`config.mk`:
```
export PLATFORM = sky130hd
export DESIGN_NAME = csr_regfile
export DESIGN_NICKNAME = d
export VERILOG_FILES = /design/src/rtl/csr_regfile_pkg.sv /design/src/rtl/csr_timer.sv /design/src/rtl/csr_regfile.sv
export SDC_FILE = /design/constraint.sdc
export NUM_CORES = 1
export LEC_CHECK = 0
export ABC_AREA = 1
export BUFFER_PORTS_ARGS = -buffer_cell sky130_fd_sc_hd__buf_4
export CAP_MARGIN = 20
export CELL_PAD_IN_SITES_DETAIL_PLACEMENT = 1
export CELL_PAD_IN_SITES_GLOBAL_PLACEMENT = 1
export CORE_MARGIN = 3
export CORE_UTILIZATION = 40
export CTS_CLUSTER_DIAMETER = 150
export CTS_CLUSTER_SIZE = 10
export DETAILED_ROUTE_END_ITERATION = 8
export PLACE_DENSITY_LB_ADDON = 0.1
export SKIP_CTS_REPAIR_TIMING = 1
export SLEW_MARGIN = 0
export SYNTH_ARGS = -nofsm -noshare
export SYNTH_HDL_FRONTEND = slang
export SYNTH_SLANG_ARGS = --single-unit
```
`constraint.sdc`:
```
create_clock -name clk -period 2.5 [get_ports clk]
set_input_delay 0.5 -clock clk [delete_from_list [all_inputs] [get_ports clk]]
set_output_delay 0.5 -clock clk [all_outputs]
set_load 0.02 [all_outputs]
```
`src/rtl/csr_regfile_pkg.sv`:
```
// csr_regfile_pkg: CSR numbers, field positions, exception codes and the masked-write helper
package csr_regfile_pkg;
  localparam logic [13:0] CSR_CRMD   = 14'h00;
  localparam logic [13:0] CSR_PRMD   = 14'h01;
  localparam logic [13:0] CSR_ECFG   = 14'h04;
  localparam logic [13:0] CSR_ESTAT  = 14'h05;
  localparam logic [13:0] CSR_ERA    = 14'h06;
  localparam logic [13:0] CSR_BADV   = 14'h07;
  localparam logic [13:0] CSR_EENTRY = 14'h0c;
  localparam logic [13:0] CSR_SAVE0  = 14'h30;
  localparam logic [13:0] CSR_SAVE1  = 14'h31;
  localparam logic [13:0] CSR_SAVE2  = 14'h32;
  localparam logic [13:0] CSR_SAVE3  = 14'h33;
  localparam logic [13:0] CSR_TID    = 14'h40;
  localparam logic [13:0] CSR_TCFG   = 14'h41;
  localparam logic [13:0] CSR_TVAL   = 14'h42;
  localparam logic [13:0] CSR_TICLR  = 14'h44;
  localparam int CRMD_IE    = 2;
  localparam int ECFG_RSVD  = 10;
  localparam int IS_TI      = 11;
  localparam logic [5:0] ECODE_ADE = 6'h08;
  localparam logic [5:0] ECODE_ALE = 6'h09;
  function automatic logic [31:0] csr_mask_wr(input logic [31:0] old, input logic [31:0] mask,
                                              input logic [31:0] val);
    return (old & ~mask) | (val & mask);
  endfunction
endpackage

```
`src/rtl/csr_timer.sv`:
```
// csr_timer: TCFG/TVAL countdown with one-shot or periodic reload; tick marks TVAL reaching 0 while enabled
module csr_timer (
  input  logic        clk,
  input  logic        reset,
  input  logic        tcfg_we,
  input  logic [31:0] tcfg_wv,
  output logic [31:0] tcfg,
  output logic [31:0] tval,
  output logic        tick
);
  assign tick = tcfg[0] && tval == '0;
  always_ff @(posedge clk) begin
    if (reset) begin
      tcfg <= '0;
      tval <= '1;
    end else if (tcfg_we) begin
      tcfg <= tcfg_wv;
      tval <= {tcfg_wv[31:2], 2'b00};
    end else if (tcfg[0] && tval != '1) begin
      tval <= (tval == '0 && tcfg[1]) ? {tcfg[31:2], 2'b00} : tval - 32'd1;
    end
  end
endmodule

```
`src/rtl/csr_regfile.sv`:
```
// csr_regfile: CSR storage, exception/ERTN commit, interrupt pending and CSR read port.
// Timer CSRs (TCFG/TVAL/TICLR) and the timer interrupt exist only when CSR_TIMER_EN is defined.
module csr_regfile
  import csr_regfile_pkg::*;
#(
  parameter logic [31:0] TID_INIT = 32'h0,
  parameter int          LIE_W    = 13
) (
  input  logic        clk,
  input  logic        reset,
  input  logic [13:0] csr_rd_num,
  output logic [31:0] csr_rd_val,
  input  logic        csr_we,
  input  logic [13:0] csr_wr_num,
  input  logic [31:0] csr_wr_mask,
  input  logic [31:0] csr_wr_val,
  input  logic        ex_valid,
  input  logic [5:0]  ex_ecode,
  input  logic [8:0]  ex_esubcode,
  input  logic [31:0] ex_pc,
  input  logic [31:0] ex_vaddr,
  input  logic        ertn_flush,
  input  logic [7:0]  hw_int_in,
  input  logic        ipi_int_in,
  output logic        has_int,
  output logic [31:0] ex_entry,
  output logic [31:0] ertn_entry
);
  logic [3:0]       crmd;
  logic [2:0]       prmd;
  logic [LIE_W-1:0] lie, is_r;
  logic [5:0]       ecode;
  logic [8:0]       esubcode;
  logic [31:0]      era, badv, tid, wr_old, wv;
  logic [25:0]      eentry;
  logic [3:0][31:0] save;
  logic [13:0]      wsel;
  logic [1:0]       sw_next;
  logic             ti_next;
`ifdef CSR_TIMER_EN
  logic [31:0]      tcfg, tval;
  logic             tick;
`endif
  function automatic logic [31:0] rd(input logic [13:0] n);
    case (n)
      CSR_CRMD:   return {28'b0, crmd};
      CSR_PRMD:   return {29'b0, prmd};
      CSR_ECFG:   return {{(32-LIE_W){1'b0}}, lie};
      CSR_ESTAT:  return {1'b0, esubcode, ecode, {(16-LIE_W){1'b0}}, is_r};
      CSR_ERA:    return era;
      CSR_BADV:   return badv;
      CSR_EENTRY: return {eentry, 6'b0};
      CSR_SAVE0, CSR_SAVE1, CSR_SAVE2, CSR_SAVE3: return save[n[1:0]];
      CSR_TID:    return tid;
`ifdef CSR_TIMER_EN
      CSR_TCFG:   return tcfg;
      CSR_TVAL:   return tval;
`endif
      default:    return '0;
    endcase
  endfunction
  assign csr_rd_val = rd(csr_rd_num);
  assign wr_old     = rd(csr_wr_num);
  assign wv         = csr_mask_wr(wr_old, csr_wr_mask, csr_wr_val);
  // A write colliding with an exception commit is dropped; all-ones selects no CSR.
  assign wsel       = (csr_we && !ex_valid) ? csr_wr_num : '1;
  assign sw_next    = wsel == CSR_ESTAT ? wv[1:0] : is_r[1:0];
  assign has_int    = |(is_r & lie) && crmd[CRMD_IE];
  assign ex_entry   = {eentry, 6'b0};
  assign ertn_entry = era;
`ifdef CSR_TIMER_EN
  csr_timer u_timer (
    .clk     (clk),
    .reset   (reset),
    .tcfg_we (wsel == CSR_TCFG),
    .tcfg_wv (wv),
    .tcfg    (tcfg),
    .tval    (tval),
    .tick    (tick)
  );
  assign ti_next = tick || (is_r[IS_TI] && !(wsel == CSR_TICLR && wv[0]));
`else
  assign ti_next = 1'b0;
`endif
  always_ff @(posedge clk) begin
    if (reset) begin
      crmd     <= 4'h8;
      prmd     <= '0;
      lie      <= '0;
      is_r     <= '0;
      ecode    <= '0;
      esubcode <= '0;
      era      <= '0;
      badv     <= '0;
      eentry   <= '0;
      save     <= '0;
      tid      <= TID_INIT;
    end else begin
      is_r <= {ipi_int_in, ti_next, 1'b0, hw_int_in, sw_next};
      if (ex_valid) begin
        prmd      <= crmd[2:0];
        crmd[2:0] <= 3'b000;
        era       <= ex_pc;
        ecode     <= ex_ecode;
        esubcode  <= ex_esubcode;
        badv      <= ex_ecode == ECODE_ADE ? ex_pc : ex_ecode == ECODE_ALE ? ex_vaddr : badv;
      end else begin
        crmd[2:0] <= ertn_flush ? prmd : wsel == CSR_CRMD ? wv[2:0] : crmd[2:0];
        if (wsel == CSR_CRMD) crmd[3] <= wv[3];
        if (wsel == CSR_PRMD) prmd <= wv[2:0];
        if (wsel == CSR_ERA) era <= wv;
      end
      if (wsel == CSR_ECFG) lie <= wv[LIE_W-1:0] & ~(LIE_W'(1) << ECFG_RSVD);
      if (wsel == CSR_EENTRY) eentry <= wv[31:6];
      if (wsel[13:2] == CSR_SAVE0[13:2]) save[wsel[1:0]] <= wv;
      if (wsel == CSR_TID) tid <= wv;
    end
  end
endmodule

```
==> impl_metrics.ini, run 1 <==
[outcome]
status = complete, but fails checks
violations = negative setup slack

[timing]
min_period_ns = 2.765
rsz0062_at_grt = yes
fmax_ghz = 0.3616
setup_viol = 32
min_period_over_period = 1.106
setup_ws_ns = -0.2651
finalClockSkew_ns = 0.02855
maxSlewHeadroom = 0.4714
whs_ns = 0.1273
tightestPinTransition_ns = 0.7928
hold_viol = 0
finalMaxSlewViolations = 0

[grt]
antenna_found_initial = 0
grtUsageMet2 = 0.6595
grt_first_pass_wirelength_mm = 126.5
grt_pass1_vias = 21902
grt_max_degree = 107
gr-total-overflow = 0
gr-usage-met3 = 0.04143
grt_busiest_layer = met2
grtUsageTotal = 0.3664
use_met1 = 0.3970

[clock_network]
cts_buffers = 35
htree_levels = 2
cts_buffer_depth = 3
clk_latency_ns = 0.59
root_buffer = clkbuf_16
tritoncts = done
clkTransAtPathRegs_ns = 0.06
clock-sinks = 295

[critical_path]
cp_slowest_stage_delay_ns = 0.41
cp.required_ns = 2.00
worstPathCellList = buf_4 > inv_4 > nor2_1 > inv_2 > buf_12 > o22ai_1 > o32ai_2 > buf_4 > a21oi_1 > nand2_2 > buf_6
critPathMostFrequentCell = buf_4
crit_path_end_kind = primary output
critical_path_class = in -> out
cp_max_fo = 21
arrival_ns = 2.27
startpoint_type = input pin
slowest_stage = o22ai_1

[floorplan]
initial_core_util = 0.4071
core_area_mm2 = 0.04223
dieArea_mm2 = 0.04550
die_width_um = 213.3
die-height_um = 213.3
row_count = 75
io_pins = 282

[routing]
viasPerCell = 5.766
post_drt_wl_per_cell_um = 24.37
vias = 21471
drcViolationCount = 0
dr.pass1.iters = 6
finalWirelength_mm = 90.77
detail-route-antenna-nets = 0
drtIter0Drc = 1784

[power_and_ir_drop]
cellLeakagePower_nw = 12.09
finalPower_mw = 11.05
power_density_mw_per_mm2 = 461.7
peakVddDrop_mv = 0.4946

[yosys]
syn-instance-count = 2779
synth_top_area_frac = 0.3435
synth_compound_area_frac = 0.2389
synth_seq_cells = 295
synth.avg_cell_area_um2 = 6.186
synth_top_family_by_area = simple AND/OR/NAND/NOR gates
ys_types = 36
muxShareOfSynthArea = 0
synth-xor-area-share = 0
ys_seq_area_frac = 0.3435
ys_top_cells_by_area = dfxtp_1 34%, inv_1 11%, nand2_1 9.9%, a21oi_1 7.9%, nor2_1 6.5%
synth_area_leader_cell = dfxtp_1
synth_warnings = 0
synthSimpleGateAreaFrac = 0.2602
yosys.area_share.adder = 0
syn_area_mm2 = 0.01719

[placed_design]
gp_congestion = 0.9571
portBuffers = 275
placed_area_mm2 = 0.02173
dp_hpwl_mm = 65.39

[finish]
stdcell_area_mm2 = 0.02393
syn2layout_area_growth_pct = 39.21
fin_nets = 3368
final_core_util = 0.5668
antenna_cells = 0
drive_above_1_share = 0.2411

[job]
max_cap_violations = 0

[hold_path]
hp-class = in -> reg
-- logic make-up (layout without fill, tap and decap cells) --
group / Yosys count / after routing
other: 1 / 6
AO/OA/AOI/OAI: 749 / 749
AND/OR/NAND/NOR: 1046 / 1046
buffers and inverters: 688 / 1089
flip-flops: 295 / 295
-- stage by stage --
step | worst slack (ns) | instances | setup TNS, ns
floorplan | 0.0006024 | 2784 | 0
global placement | -0.4006 | 3661 | -25.64
detailed placement | -0.4292 | 3661 | -42.06
CTS | -0.4436 | 3700 | -8.853
global route | -0.3793 | 3724 | -8.693
finish | -0.2651 | 3724 | -5.027
-- cells in the final DEF, fill, tap and decap left out, drive strengths merged, types with 18 or more instances in the layout --
master,Yosys,layout
a31oi,33,33
dfxtp,295,295
clkbuf,121,43
o21ai,307,307
nand2,468,468
o22ai,73,73
o32ai,25,25
nand3,230,230
a221oi,18,18
or2,31,31
a21oi,273,273
buf,57,532
inv,510,510
nor2,306,306
-- flip-flops by register name, summed over array words and instances, names as in the netlist, 9 cells and up --
register,count
eentry,26
is_r,11
badv,32
lie,12
tid,32
ertn_entry,32
esubcode,9
save,128
-- per-layer routing --
layer / up-vias / part of all wire
met3: 382 / 0.053
li1: 9763 / -
met1: 10442 / 0.37
met5: - / 0
met2: 884 / 0.50
met4: 0 / 0.085
-- critical path, delay by kind of cell --
| kind | cells | cell delay, ns |
|---|---|---|
| AOI/OAI and AO/OA | 3 | 0.73 |
| buffers and inverters | 6 | 0.76 |
| and+or+nand+nor | 2 | 0.26 |
-- cells in the mapped netlist (all sizes together) --
master	count
or2	31
o22ai	73
clkbuf	121
nor4	2
nor2	306
a31oi	33
nor3	3
a22o	1
o21ai	307
a21oi	273
o32ai	25
a211oi	5
o221ai	6
a221oi	18
nand2	468
nand4	5
o211ai	3
nor3b	1
buf	57
nand3	230
dfxtp	295
conb	1
o2111ai	5
inv	510
-- cell type report --
cell class                 count  area (um^2)
clock inverter                 4        87.58
multi-input combinational   1801         9371
sequential                   295         5906
inverter                     510         1921
fill                        5589        18300
timing repair buffer         540         5097
tap                          539        674.4
clock buffer                  35        875.8
-- final timing paths --
kind / from / to / slack, ns / cells after the start
setup / recovery: csr_rd_num[1] / csr_rd_val[30] / -0.27 / 11
hold / removal: hw_int_in[4] / is_r[6]$_SDFF_PP0_ / 0.13 / 3
setup reg to reg: save[76]$_SDFFE_PP0P_ / save[12]$_SDFFE_PP0P_ / 0.52 / 12
hold reg to reg: crmd[3]$_SDFFE_PP1P_ / crmd[3]$_SDFFE_PP1P_ / 0.49 / 2
-- where the power goes --
part / total [mW] / leakage (nW) / switching, mW / internal (mW)
logic: 1.44 / 9.24 / 0.857 / 0.579
registers: 4.87 / 2.39 / 0.100 / 4.77
clock network: 4.75 / 0.464 / 2.21 / 2.53
Note: power is estimated with default switching activity, not from simulation.
==> run 2: changes to the inputs <==
--- a/constraint.sdc
+++ b/constraint.sdc
@@ -3,2 +3,2 @@
 set_output_delay 0.5 -clock clk [all_outputs]
-set_load 0.02 [all_outputs]
+set_load 0.01 [all_outputs]
==> impl_metrics.ini, run 2 (synthesis gave the netlist of run 1 again) <==
[placed_design]
portBuffers = 275
place_worst_setup_slack_ns = -0.4151
dp_hpwl_mm = 69.00
gp_congestion = 0.9667
dp_cells = 3651

[critical_path]
cp_max_fo = 6
cp.required_ns = 2.00
startpoint_type = input pin
critical_path_class = in -> out
crit_path_end_kind = primary output
arrival_ns = 2.33

[floorplan]
die_width_um = 213.3
row_count = 75
initial_core_util = 0.4071
io_pins = 282
die-height_um = 213.3
dieArea_mm2 = 0.04550
core_area_mm2 = 0.04223

[clock_network]
clk_latency_ns = 0.56
root_buffer = clkbuf_16
clkTransAtPathRegs_ns = 0.06
tritoncts = done
cts_buffers = 35
htree_levels = 2
clock-sinks = 295
cts_buffer_depth = 3

[timing]
finalMaxSlewViolations = 0
fmax_ghz = 0.3539
setup_viol = 32
setup_ws_ns = -0.3258
min_period_over_period = 1.130
rsz0062_at_grt = yes
tightestPinTransition_ns = 0.9304
finalClockSkew_ns = 0.01557
min_period_ns = 2.826
hold_viol = 0
maxSlewHeadroom = 0.3790

[power_and_ir_drop]
power_density_mw_per_mm2 = 470.0
peakVddDrop_mv = 0.4483
cellLeakagePower_nw = 11.79
finalPower_mw = 10.99

[finish]
mostFrequentLayoutCells = 499 x inv_1, 441 x nand2_1, 418 x buf_4
max_flop_register = save
fin_nets = 3339
final_cells = 3697
drive_above_1_share = 0.2259
largest_reg_flops = 128
syn2layout_area_growth_pct = 35.98
layout_commonest_cell = inv_1

[grt]
grt_first_pass_wirelength_mm = 131.5
grt_max_degree = 77
gr-total-overflow = 0
grtUsageTotal = 0.3828
antenna_found_initial = 2
grt_pass1_vias = 21007

[routing]
dr.pass1.iters = 6
drcViolationCount = 0
post_drt_wl_per_cell_um = 24.45
drtIter0Drc = 2431
vias = 21381
detail-route-antenna-nets = 0
viasPerCell = 5.783
finalWirelength_mm = 90.41

[hold_path]
hp-class = in -> reg

[job]
max_cap_violations = 0

[outcome]
violations = negative setup slack
status = complete, but fails checks
[run 2: cell types whose count changed in the layout (fill, tap and decap cells not counted), sizes merged]
cell | previous run | this run
buf | 532 | 511
clkbuf | 43 | 36
clkinv | 2 | 1
clkinvlp | 2 | 1
diode | 0 | 2
inv | 510 | 511
[run 2: metrics by stage]
| stage | setup TNS (ns) | area, um^2 | utilization | hold WS (ns) |
|---|---|---|---|---|
| floorplan | 0 | 17210 | - | 0.4407 |
| global placement | -21.74 | 21820 | 0.5167 | 0.4536 |
| detailed placement | -24.37 | 21820 | 0.5167 | 0.4642 |
| CTS | -10.65 | 22750 | 0.5388 | 0.1430 |
| global route | -8.704 | 23380 | 0.5536 | 0.1566 |
| finish | -6.872 | 23380 | 0.5536 | 0.1592 |
[run 2: area by class of cell]
type,instances,area [um^2]
diodes,2,5.005
clock buffers,36,900.9
clock inverters,3,32.53
fillers,5578,18850
inverters,510,1914
multi-input cells,1801,9141
flip-flops and latches,295,5906
well taps,539,674.4
repair buffers,511,4802
[run 2: worst paths after layout]
path | start | endpoint | slack, ns | cells past startpoint
max | csr_rd_num[4] | csr_rd_val[30] | -0.33 | 12
min | hw_int_in[5] | is_r[7]$_SDFF_PP0_ | 0.16 | 3
max reg2reg | save[94]$_SDFFE_PP0P_ | eentry[24]$_SDFFE_PP0N_ | 0.64 | 11
min reg2reg | crmd[3]$_SDFFE_PP1P_ | crmd[3]$_SDFFE_PP1P_ | 0.49 | 2
[run 2: power breakdown]
part / switching (mW) / internal, mW / leakage [nW]
Combinational: 0.848 / 0.600 / 8.95
Clock: 2.11 / 2.55 / 0.455
Sequential: 0.107 / 4.77 / 2.39
Total: 3.07 / 7.92 / 11.8
[run 2: critical path, cell delays in order]
cell	delay [ns]
buf_4	0.12
nor2_1	0.19
nand2_1	0.13
nor2_4	0.19
nand4_1	0.25
buf_12	0.23
buf_6	0.12
buf_6	0.10
o22ai_2	0.14
a21oi_1	0.05
nand2_1	0.16
buf_6	0.13
[run 2: routing by layer]
| layer | GRT usage | wire (um) | vias to the layer above |
|---|---|---|---|
| met4 | 0.08159 | 1799 | 0 |
| met5 | 0 | 0 | - |
| li1 | - | - | 9697 |
| met2 | 0.5717 | 38650 | 1104 |
| met3 | 0.07376 | 8946 | 131 |
| met1 | 0.5726 | 41010 | 10449 |
